[config.mk]
export PLATFORM = sky130hd
export DESIGN_NAME = ddr2_host_port
export DESIGN_NICKNAME = d
export VERILOG_FILES = /design/src/rtl/ddr2_host_port.sv
export SDC_FILE = /design/constraint.sdc
export NUM_CORES = 1
export LEC_CHECK = 0
export ABC_AREA = 1
export BUFFER_PORTS_ARGS = -buffer_cell sky130_fd_sc_hd__buf_2
export CORE_MARGIN = 2
export CORE_UTILIZATION = 55
export CTS_CLUSTER_DIAMETER = 40
export CTS_CLUSTER_SIZE = 30
export DETAILED_ROUTE_END_ITERATION = 8
export MAX_ROUTING_LAYER = met4
export PLACE_DENSITY = 0.74
export SYNTH_ARGS = -nofsm -noshare
export SYNTH_HDL_FRONTEND = slang
export SYNTH_SLANG_ARGS = --single-unit
[constraint.sdc]
create_clock -name clk -period 8.8 [get_ports clk]
set_clock_uncertainty 0.15 [all_clocks]
set_input_delay 0.88 -clock clk [delete_from_list [all_inputs] [get_ports clk]]
set_output_delay 0.88 -clock clk [all_outputs]
set_load 0.05 [all_outputs]
[src/rtl/ddr2_host_port.sv]
// Host-side request port for ddr2_controller: buffers write data, gates command
// issue on controller FIFO space and read credit, and re-registers read returns.
module ddr2_host_port #(
  parameter int WFIFO_DEPTH = 32,
  parameter int CTRL_DEPTH  = 64,
  parameter int MAX_OUTST   = 255
) (
  input  logic        clk,
  input  logic        reset,
  input  logic        req_valid,
  output logic        req_ready,
  input  logic [2:0]  req_cmd,
  input  logic [1:0]  req_sz,
  input  logic [2:0]  req_op,
  input  logic [24:0] req_addr,
  input  logic        wr_valid,
  output logic        wr_ready,
  input  logic [15:0] wr_data,
  output logic [2:0]  cmd,
  output logic [1:0]  sz,
  output logic [2:0]  op,
  output logic [24:0] addr,
  output logic [15:0] din,
  input  logic [6:0]  fillcount,
  input  logic        notfull,
  output logic        fetching,
  input  logic        validout,
  input  logic [15:0] dout,
  input  logic [24:0] raddr,
  output logic        rd_valid,
  output logic [15:0] rd_data,
  output logic [24:0] rd_addr,
  output logic        err
);

  localparam int AW = $clog2(WFIFO_DEPTH);
  localparam int CW = AW + 1;

  localparam logic [2:0] C_NOP = 3'd0;
  localparam logic [2:0] C_SCR = 3'd1;
  localparam logic [2:0] C_SCW = 3'd2;
  localparam logic [2:0] C_BLR = 3'd3;
  localparam logic [2:0] C_BLW = 3'd4;

  typedef enum logic [1:0] {IDLE, ISSUE, STREAM} state_t;
  state_t state, state_nx;

  logic          alive;
  logic [2:0]    lat_cmd;
  logic [1:0]    lat_sz;
  logic [2:0]    lat_op;
  logic [24:0]   lat_addr;
  logic [5:0]    lat_n;
  logic [4:0]    burst_left;
  logic [7:0]    outst;

  logic [15:0]   wmem [WFIFO_DEPTH];
  logic [AW-1:0] wr_ptr, rd_ptr;
  logic [CW-1:0] wcount;

  logic accept, legal_req, illegal_req, is_wr, is_rd;
  logic wr_gate, rd_gate, issue, push, pop, rd_dec;

  function automatic logic [5:0] burst_len(input logic [2:0] c, input logic [1:0] s);
    if (c == C_BLR || c == C_BLW) return {({1'b0, s} + 3'd1), 3'b000};
    return 6'd1;
  endfunction

  function automatic logic [AW-1:0] ptr_inc(input logic [AW-1:0] p);
    if (p == AW'(WFIFO_DEPTH - 1)) return '0;
    return p + AW'(1);
  endfunction

  assign accept      = req_valid && req_ready;
  assign legal_req   = (req_cmd != C_NOP) && (req_cmd <= C_BLW);
  assign illegal_req = req_cmd > C_BLW;
  assign is_wr       = (lat_cmd == C_SCW) || (lat_cmd == C_BLW);
  assign is_rd       = (lat_cmd == C_SCR) || (lat_cmd == C_BLR);
  assign wr_gate     = (int'(fillcount) + int'(lat_n) <= CTRL_DEPTH) && (int'(wcount) >= int'(lat_n));
  assign rd_gate     = (int'(outst) + int'(lat_n) <= MAX_OUTST);
  assign issue       = (state == ISSUE) && notfull && (is_wr ? wr_gate : rd_gate);
  assign pop         = (issue && is_wr) || (state == STREAM);
  assign push        = wr_valid && wr_ready;
  assign rd_dec      = validout && (outst != 8'd0);
  assign fetching    = (outst != 8'd0);

  always_comb begin
    state_nx  = state;
    req_ready = 1'b0;
    wr_ready  = alive && (int'(wcount) < WFIFO_DEPTH);
    case (state)
      IDLE: begin
        req_ready = alive;
        if (accept && legal_req) state_nx = ISSUE;
      end
      ISSUE:  if (issue) state_nx = (lat_cmd == C_BLW) ? STREAM : IDLE;
      STREAM: if (burst_left == 5'd1) state_nx = IDLE;
      default: state_nx = IDLE;
    endcase
  end

  always_ff @(posedge clk or negedge reset) begin
    if (!reset) state <= IDLE;
    else        state <= state_nx;
  end

  // Request latch, burst tracking and controller-facing registers
  always_ff @(posedge clk or negedge reset) begin
    if (!reset) begin
      alive      <= 1'b0;
      lat_cmd    <= C_NOP;
      lat_sz     <= '0;
      lat_op     <= '0;
      lat_addr   <= '0;
      lat_n      <= '0;
      burst_left <= '0;
      cmd        <= C_NOP;
      sz         <= '0;
      op         <= '0;
      addr       <= '0;
      din        <= '0;
    end else begin
      alive <= 1'b1;
      cmd   <= C_NOP;
      if (accept) begin
        lat_cmd  <= req_cmd;
        lat_sz   <= req_sz;
        lat_op   <= req_op;
        lat_addr <= req_addr;
        lat_n    <= burst_len(req_cmd, req_sz);
      end
      if (issue) begin
        cmd        <= lat_cmd;
        sz         <= lat_sz;
        op         <= lat_op;
        addr       <= lat_addr;
        burst_left <= 5'(lat_n - 6'd1);
      end else if (state == STREAM) begin
        burst_left <= burst_left - 5'd1;
      end
      if (pop) din <= wmem[rd_ptr];
    end
  end

  // Local write-data FIFO; storage needs no reset since the pointers flush it
  always_ff @(posedge clk) begin
    if (push) wmem[wr_ptr] <= wr_data;
  end

  always_ff @(posedge clk or negedge reset) begin
    if (!reset) begin
      wr_ptr <= '0;
      rd_ptr <= '0;
      wcount <= '0;
    end else begin
      if (push) wr_ptr <= ptr_inc(wr_ptr);
      if (pop)  rd_ptr <= ptr_inc(rd_ptr);
      if (push && !pop)      wcount <= wcount + CW'(1);
      else if (pop && !push) wcount <= wcount - CW'(1);
    end
  end

  // Read credit and read-return register stage
  always_ff @(posedge clk or negedge reset) begin
    if (!reset) begin
      outst    <= '0;
      rd_valid <= 1'b0;
      rd_data  <= '0;
      rd_addr  <= '0;
      err      <= 1'b0;
    end else begin
      outst    <= outst + ((issue && is_rd) ? {2'b00, lat_n} : 8'd0) - {7'd0, rd_dec};
      rd_valid <= validout;
      if (validout) begin
        rd_data <= dout;
        rd_addr <= raddr;
      end
      err <= (accept && illegal_req) || (validout && (outst == 8'd0));
    end
  end

endmodule

## Word level (Yosys, flattened, before mapping)

Memories as Yosys holds them, arrays and structs flattened. A register that Yosys moved wholly into a read port is not among the register bits.
Cells that the tools add are included.

- Flip-flop bits (word level): 147
- RAM bits: 512
- Bits of input ports: 103
- Output and inout port bits: 95
- Word-level logic and storage cells: 109
- Memories: 1

- $add $sub $neg: 11
- Magnitude comparators: 6
- Eq/ne operators: 14
- Muxes and demuxes: 27
- Reduce and logical (&&, ||, !) cells: 30

Memory list:

| memory | depth | width | read ports | clocked after Yosys merged registers in | wr ports | line | source |
|---|---|---|---|---|---|---|---|
| wmem | 32 | 16 | 1 | 1 | 1 | 57 | `logic [15:0] wmem [WFIFO_DEPTH];` |

Operators with widths:

| cell | count |
|---|---|
| $mux W5 | 6 |
| $mux W6 | 5 |
| $logic_and A1 B1 Y1 | 15 |
| $add A5 B1 Y5 const B | 2 |
| $eq A5 B5 Y1 const B | 2 |
| $mux W1 | 10 |
| $sub A5 B1 Y5 const B | 2 |
| $add A8 B6 Y9 | 1 |
| $eq A3 B2 Y1 const B | 3 |
| $le A9 B8 Y1 const B | 1 |
| $add A7 B6 Y8 | 1 |
| $add A8 B6 Y8 | 1 |
| $le A8 B7 Y1 const B | 1 |
| $logic_not A8 Y1 | 1 |
| $mux W2 | 4 |
| $reduce_bool A8 Y1 | 1 |
| $sub A8 B1 Y8 | 1 |
| $add A6 B1 Y6 const B | 1 |
| $eq A3 B3 Y1 const B | 2 |
| $ge A6 B6 Y1 | 1 |
| $lt A6 B6 Y1 const B | 1 |
| $pmux W2 S3 | 1 |
| $sub A6 B1 Y6 const B | 1 |
| $eq A5 B1 Y1 const B | 1 |
| 15 further kinds | 23 |

## Longest topological paths before layout

- Word-level depth: 10
- Gate-level depth with buffers: 28
- Mapped depth without buffers: 27

## Least setup slack after synthesis

OpenSTA, ideal clock, no wires.

- Kind: input -> register
- From: input fillcount[0]
- To: register outst[6]
- Library setup time: 122 ps
- Arrival time: 3841 ps
- Data required time: 8528 ps
- Slack: 4687 ps
- Stages on the path: 23
- Path buffers: 0
- Path through: ha_1 -> ha_1 -> or2_1 -> nor2_1 -> nand2_1 -> nor2_1 -> nand2_1 -> nand2_1 -> nand2_1 -> nand2_2 -> nand2_4 -> nor3_2 -> nand2_1 -> ha_1 -> inv_1 -> ha_1 -> inv_1 -> fa_1 -> o21ai_0 -> nand2_1 -> a21oi_1 -> nor2_1 -> xnor2_1

- Word-level cells in the longest chain between the ends: 9

RTL lines:

| item | line | source |
|---|---|---|
| from (decl) | 24 | `input logic [6:0] fillcount,` |
| $add A7 B6 Y8 | 79 | `assign wr_gate = (int'(fillcount) + int'(lat_n) <= CTRL_DEPTH) && (int'(wcount) >= int'(lat_n));` |
| $le A8 B7 Y1 | 79 |  |
| $logic_and A1 B1 Y1 | 79 |  |
| $mux W1 | 81 | `assign issue = (state == ISSUE) && notfull && (is_wr ? wr_gate : rd_gate);` |
| $logic_and A1 B1 Y1 | 81 |  |
| $logic_and A1 B1 Y1 | 172 | `outst <= outst + ((issue && is_rd) ? {2'b00, lat_n} : 8'd0) - {7'd0, rd_dec};` |
| $mux W6 | 172 |  |
| $add A8 B6 Y8 | 172 |  |
| $sub A8 B1 Y8 | 172 |  |
| to (signal assigned) | 172 |  |
| to (decl) | 55 | `logic [7:0] outst;` |

Every way passes these cells.
A chain may end at the register's enable or synchronous reset.

## Worst setup path in the final report

- From: register lat_n[0]
- To: register outst[6]

- Word-level cells in the longest chain between the ends: 9
- Elaborated cells on any way between the ends: 12
- Classes of those cells: add/sub (4); order compare (3); mux (2); reduce/logical (3)

RTL lines:

| item | line | source |
|---|---|---|
| from (decl) | 53 | `logic [5:0] lat_n;` |
| from (signal assigned) | 130 | `lat_n <= burst_len(req_cmd, req_sz);` |
| $add A7 B6 Y8 | 79 |  |
| $le A8 B7 Y1 | 79 |  |
| $logic_and A1 B1 Y1 | 79 |  |
| $mux W1 | 81 |  |
| $logic_and A1 B1 Y1 | 81 |  |
| $logic_and A1 B1 Y1 | 172 |  |
| $mux W6 * | 172 |  |
| $add A8 B6 Y8 * | 172 |  |
| $sub A8 B1 Y8 * | 172 |  |

Every way passes the cells marked *; elsewhere a longest branch is shown, timed or not.

==> metrics.cfg <==
[cts]
post_cts.repair.setup_buffers=0
cts_htree_levels=3
cts_buffer_depth=3
ctsHoldBuffers=0
clock-root-buffer=sky130_fd_sc_hd__clkbuf_16
clk_pin_slew_worst_paths_ps=60
clock-sinks=673
ctsResizeCount=0
clock_latency_ps=620
cts-buffers-inserted=85
tritoncts=built

[critical_path]
setup.worst_path.start_class=flip-flop
number_of_cells_on_the_worst_reg_to_reg_path=23
worst_r2r_endpoint=outst[6]
worstSetupStartpoint=lat_n[0]
timing.critical_path.fanout_max=43
regToRegSetupSlack_ps=4370
worstPathArrival_ps=4780
timing.setup.critical_path_class=flip-flop to flip-flop
critical_path.endpoint_type=flip-flop
timing.critical_path.to=outst[6]
rr_startpoint=lat_n[0]
worst-endpoint-required_ps=9160

[place]
placedInstanceArea_um2=29400
finalWeightedCongestion=0.945
dp_hpwl_um=41800
port-buffer-count=197

[global_routing]
global_route.overflow_total=0
grtUsageTotal=0.280
grt_max_degree=115
grt_first_pass_wirelength_um=109000
antenna_found_initial=1
first_global_vias=19200

[yosys]
yosysSeqAreaShare=0.696
synth_async_sr_flop_share=0.239
netlist_instances=2437
syn_area_um2=27900
synth_cell_type_count=37
synthesis.nets=2586
edff_count_synth=512
synth-main-ff-cell=sky130_fd_sc_hd__edfxtp_1
yosys_warnings=0
postSynthRegisterBits=673
avgSynthCellArea_um2=11.4

[timing]
max_clock_freq_mhz=226
rsz0062_at_grt=false
min_period_over_period=0.503
timing.final.max_slew_violations=0
slew_headroom=0.234
totalNegativeSetupSlack_ps=0
timing.final.setup_violations=0
hold_slack_ps=169
timing.final.hold_violations=0
finalWorstPathRequiredPeriod_ps=4430
worst_pin_slew_ps=1150

[detailed_routing]
drt-vias-per-instance=5.81
drt.antenna.violating_nets=0
routedWlPerCell_um=21.1
remaining_drc_errors=0
drt_wl_total_um=71200
detailedRoute.firstIterationViolations=2276
vias=19600
firstDrtPassIters=8

[floorplan]
ios=198
dieWidth_um=229
rows=82
floorplan.die.height_um=229
floorplan.initialDensity=0.557
die-area_um2=52500
core-area_um2=50100

[final_layout]
nets=2778
num-fill-cells=3746
flow.area_growth_from_synthesis_pct=15.8
final_design_area_no_fill_um2=32300
drive_gt1_frac=0.152
ff_latch_area_um2=19400
multiInputGateArea_um2=7430

[power]
power.density_cell_area_nw_per_um2=346
power_leakage_uw=0.0127
peakVddDrop_mv=0.244

[worst_hold_path]
worstHoldPathType=primary input to asynchronous set/reset pin

[job]
cap_viol_max_count=0

[status]
outcome=finished, final reports clean

Yosys cell counts (4+ instances only):
| library cell | n | area, um^2 |
|---|---|---|
| sky130_fd_sc_hd__buf_6 | 14 | 158 |
| sky130_fd_sc_hd__inv_1 | 79 | 297 |
| sky130_fd_sc_hd__o211ai_1 | 91 | 683 |
| sky130_fd_sc_hd__xnor2_1 | 5 | 43.8 |
| sky130_fd_sc_hd__o21ai_0 | 223 | 1120 |
| sky130_fd_sc_hd__a21oi_1 | 19 | 95.1 |
| sky130_fd_sc_hd__o221ai_1 | 38 | 333 |
| sky130_fd_sc_hd__dfrtp_1 | 161 | 4030 |
| sky130_fd_sc_hd__nand2_1 | 510 | 1910 |
| sky130_fd_sc_hd__xor2_1 | 8 | 70.1 |
| sky130_fd_sc_hd__edfxtp_1 | 512 | 15400 |
| sky130_fd_sc_hd__o21ai_1 | 67 | 335 |
| sky130_fd_sc_hd__buf_4 | 22 | 165 |
| sky130_fd_sc_hd__buf_2 | 24 | 120 |
| sky130_fd_sc_hd__nand3_1 | 102 | 510 |
| sky130_fd_sc_hd__nor2_1 | 396 | 1490 |
| sky130_fd_sc_hd__buf_1 | 7 | 26.3 |
| sky130_fd_sc_hd__clkbuf_1 | 73 | 274 |
| sky130_fd_sc_hd__nor3_1 | 8 | 40.0 |
| sky130_fd_sc_hd__or2_2 | 4 | 25.0 |
| sky130_fd_sc_hd__nand4_1 | 5 | 31.3 |
| sky130_fd_sc_hd__ha_1 | 44 | 551 |
layout by cell type, fill, tap and decap left out, types with 2 or more instances in the layout:
cell and n:
sky130_fd_sc_hd__xnor2_1 5, sky130_fd_sc_hd__or2_2 4, sky130_fd_sc_hd__nor3_1 5, sky130_fd_sc_hd__o221ai_1 38, sky130_fd_sc_hd__nand3_2 2, sky130_fd_sc_hd__inv_1 78
sky130_fd_sc_hd__o21ai_1 67, sky130_fd_sc_hd__o21ai_0 223, sky130_fd_sc_hd__nand4_1 5, sky130_fd_sc_hd__bufinv_16 8, sky130_fd_sc_hd__dfrtp_1 158, sky130_fd_sc_hd__a21oi_1 19
sky130_fd_sc_hd__clkinv_4 7, sky130_fd_sc_hd__clkbuf_16 86, sky130_fd_sc_hd__xor2_1 8, sky130_fd_sc_hd__ha_1 44, sky130_fd_sc_hd__nand2_1 510, sky130_fd_sc_hd__nor2_1 396
sky130_fd_sc_hd__clkinv_1 8, sky130_fd_sc_hd__clkinv_2 7, sky130_fd_sc_hd__inv_2 2, sky130_fd_sc_hd__clkbuf_1 10, sky130_fd_sc_hd__buf_2 196, sky130_fd_sc_hd__o211ai_1 91
sky130_fd_sc_hd__nand3_1 102, sky130_fd_sc_hd__buf_4 48, sky130_fd_sc_hd__nor4_1 2, sky130_fd_sc_hd__a31oi_1 2, sky130_fd_sc_hd__clkinv_8 3, sky130_fd_sc_hd__nor3_2 4
sky130_fd_sc_hd__edfxtp_1 512, sky130_fd_sc_hd__fa_1 2, sky130_fd_sc_hd__clkinvlp_4 7, sky130_fd_sc_hd__o22ai_1 2, sky130_fd_sc_hd__inv_8 10, sky130_fd_sc_hd__dfrtp_4 2
sky130_fd_sc_hd__inv_6 16, sky130_fd_sc_hd__nand2_2 2
state kept, by name, summed over array words and instances, names as in the netlist, 6 cells and up:
signal and flops:
wmem 512, wcount 6, addr 25, din 16
rd_addr 25, lat_addr 25, rd_data 16, outst 8
per-layer routing:
| metal | wire length (um) | share of wire | vias up | global-route usage |
|---|---|---|---|---|
| met1 | 29000 | 0.41 | 9519 | 0.377 |
| li1 | - | - | 8899 | - |
| met3 | 7110 | 0.10 | 136 | 0.0534 |
| met5 | 0 | 0 | - | - |
| met2 | 32800 | 0.46 | 1047 | 0.426 |
| met4 | 2270 | 0.032 | 0 | 0.104 |
worst max-delay path: stages (launching register included):
cell,delay (ps)
sky130_fd_sc_hd__dfrtp_1,450
sky130_fd_sc_hd__ha_1,280
sky130_fd_sc_hd__ha_1,280
sky130_fd_sc_hd__or2_1,220
sky130_fd_sc_hd__nor2_1,100
sky130_fd_sc_hd__nand2_1,60
sky130_fd_sc_hd__nor2_1,90
sky130_fd_sc_hd__nand2_1,60
sky130_fd_sc_hd__nand2_1,50
sky130_fd_sc_hd__nand2_1,70
sky130_fd_sc_hd__nand2_2,100
sky130_fd_sc_hd__nand2_4,280
sky130_fd_sc_hd__nor3_2,360
sky130_fd_sc_hd__nand2_1,100
sky130_fd_sc_hd__ha_1,290
sky130_fd_sc_hd__inv_1,70
sky130_fd_sc_hd__ha_1,150
sky130_fd_sc_hd__inv_1,50
sky130_fd_sc_hd__fa_1,400
sky130_fd_sc_hd__o21ai_0,290
sky130_fd_sc_hd__nand2_1,90
sky130_fd_sc_hd__a21oi_1,140
sky130_fd_sc_hd__nor2_1,60
sky130_fd_sc_hd__xnor2_1,120
power breakdown:
part / switching, uW / total, uW / leakage (uW) / internal [uW]
clock network: 1430 / 3520 / 0.00141 / 2090
logic: 2600 / 3590 / 0.00475 / 995
registers: 309 / 4040 / 0.00660 / 3730
per-stage QoR:
stage | power [uW] | instances | worst slack [ps] | util
after floorplan | 6600 | 2437 | 4690 | -
after global placement | 7520 | 3214 | 3910 | 0.586
after detailed placement | 7630 | 3214 | 3840 | 0.586
after CTS | 11200 | 3373 | 4340 | 0.644
after global routing | 11700 | 3373 | 3920 | 0.644
final | 11200 | 3374 | 4370 | 0.644
cells by family (layout without fill, tap and decap cells):
group | after synthesis | count (layout) | share of synthesized area
AOI/OAI and AO/OA | 444 | 444 | 0.0934
xor gates and xnor gates | 13 | 13 | 0.00409
adders and majority gates | 46 | 46 | 0.0212
buffers and inverters | 224 | 488 | 0.0380
DFF | 673 | 673 | 0.696
other | 1 | 2 | 0.000135
and+or+nand+nor | 1036 | 1036 | 0.147
layout make-up:
type,count,share of cell area
sequential,673,0.602
inverter,84,0.00993
multi-input combinational,1540,0.230
clock inverter,62,0.0217
clock buffer,97,0.0683
antenna,1,0.0000776
timing repair buffer,245,0.0419
tap,672,0.0261
how the worst min path moves through the flow:
stage                      from          end  slack, ps  depth (start not counted)
floorplan           lat_addr[0]      addr[0]        290                          2
global placement    rd_addr[19]  rd_addr[19]        300                          2
detailed placement  lat_addr[6]      addr[6]        300                          2
CTS                       reset     outst[0]        200                          1
global route              reset     addr[17]        240                          1
finish                    reset     addr[17]        170                          1
(Power assumes the default switching activity.)
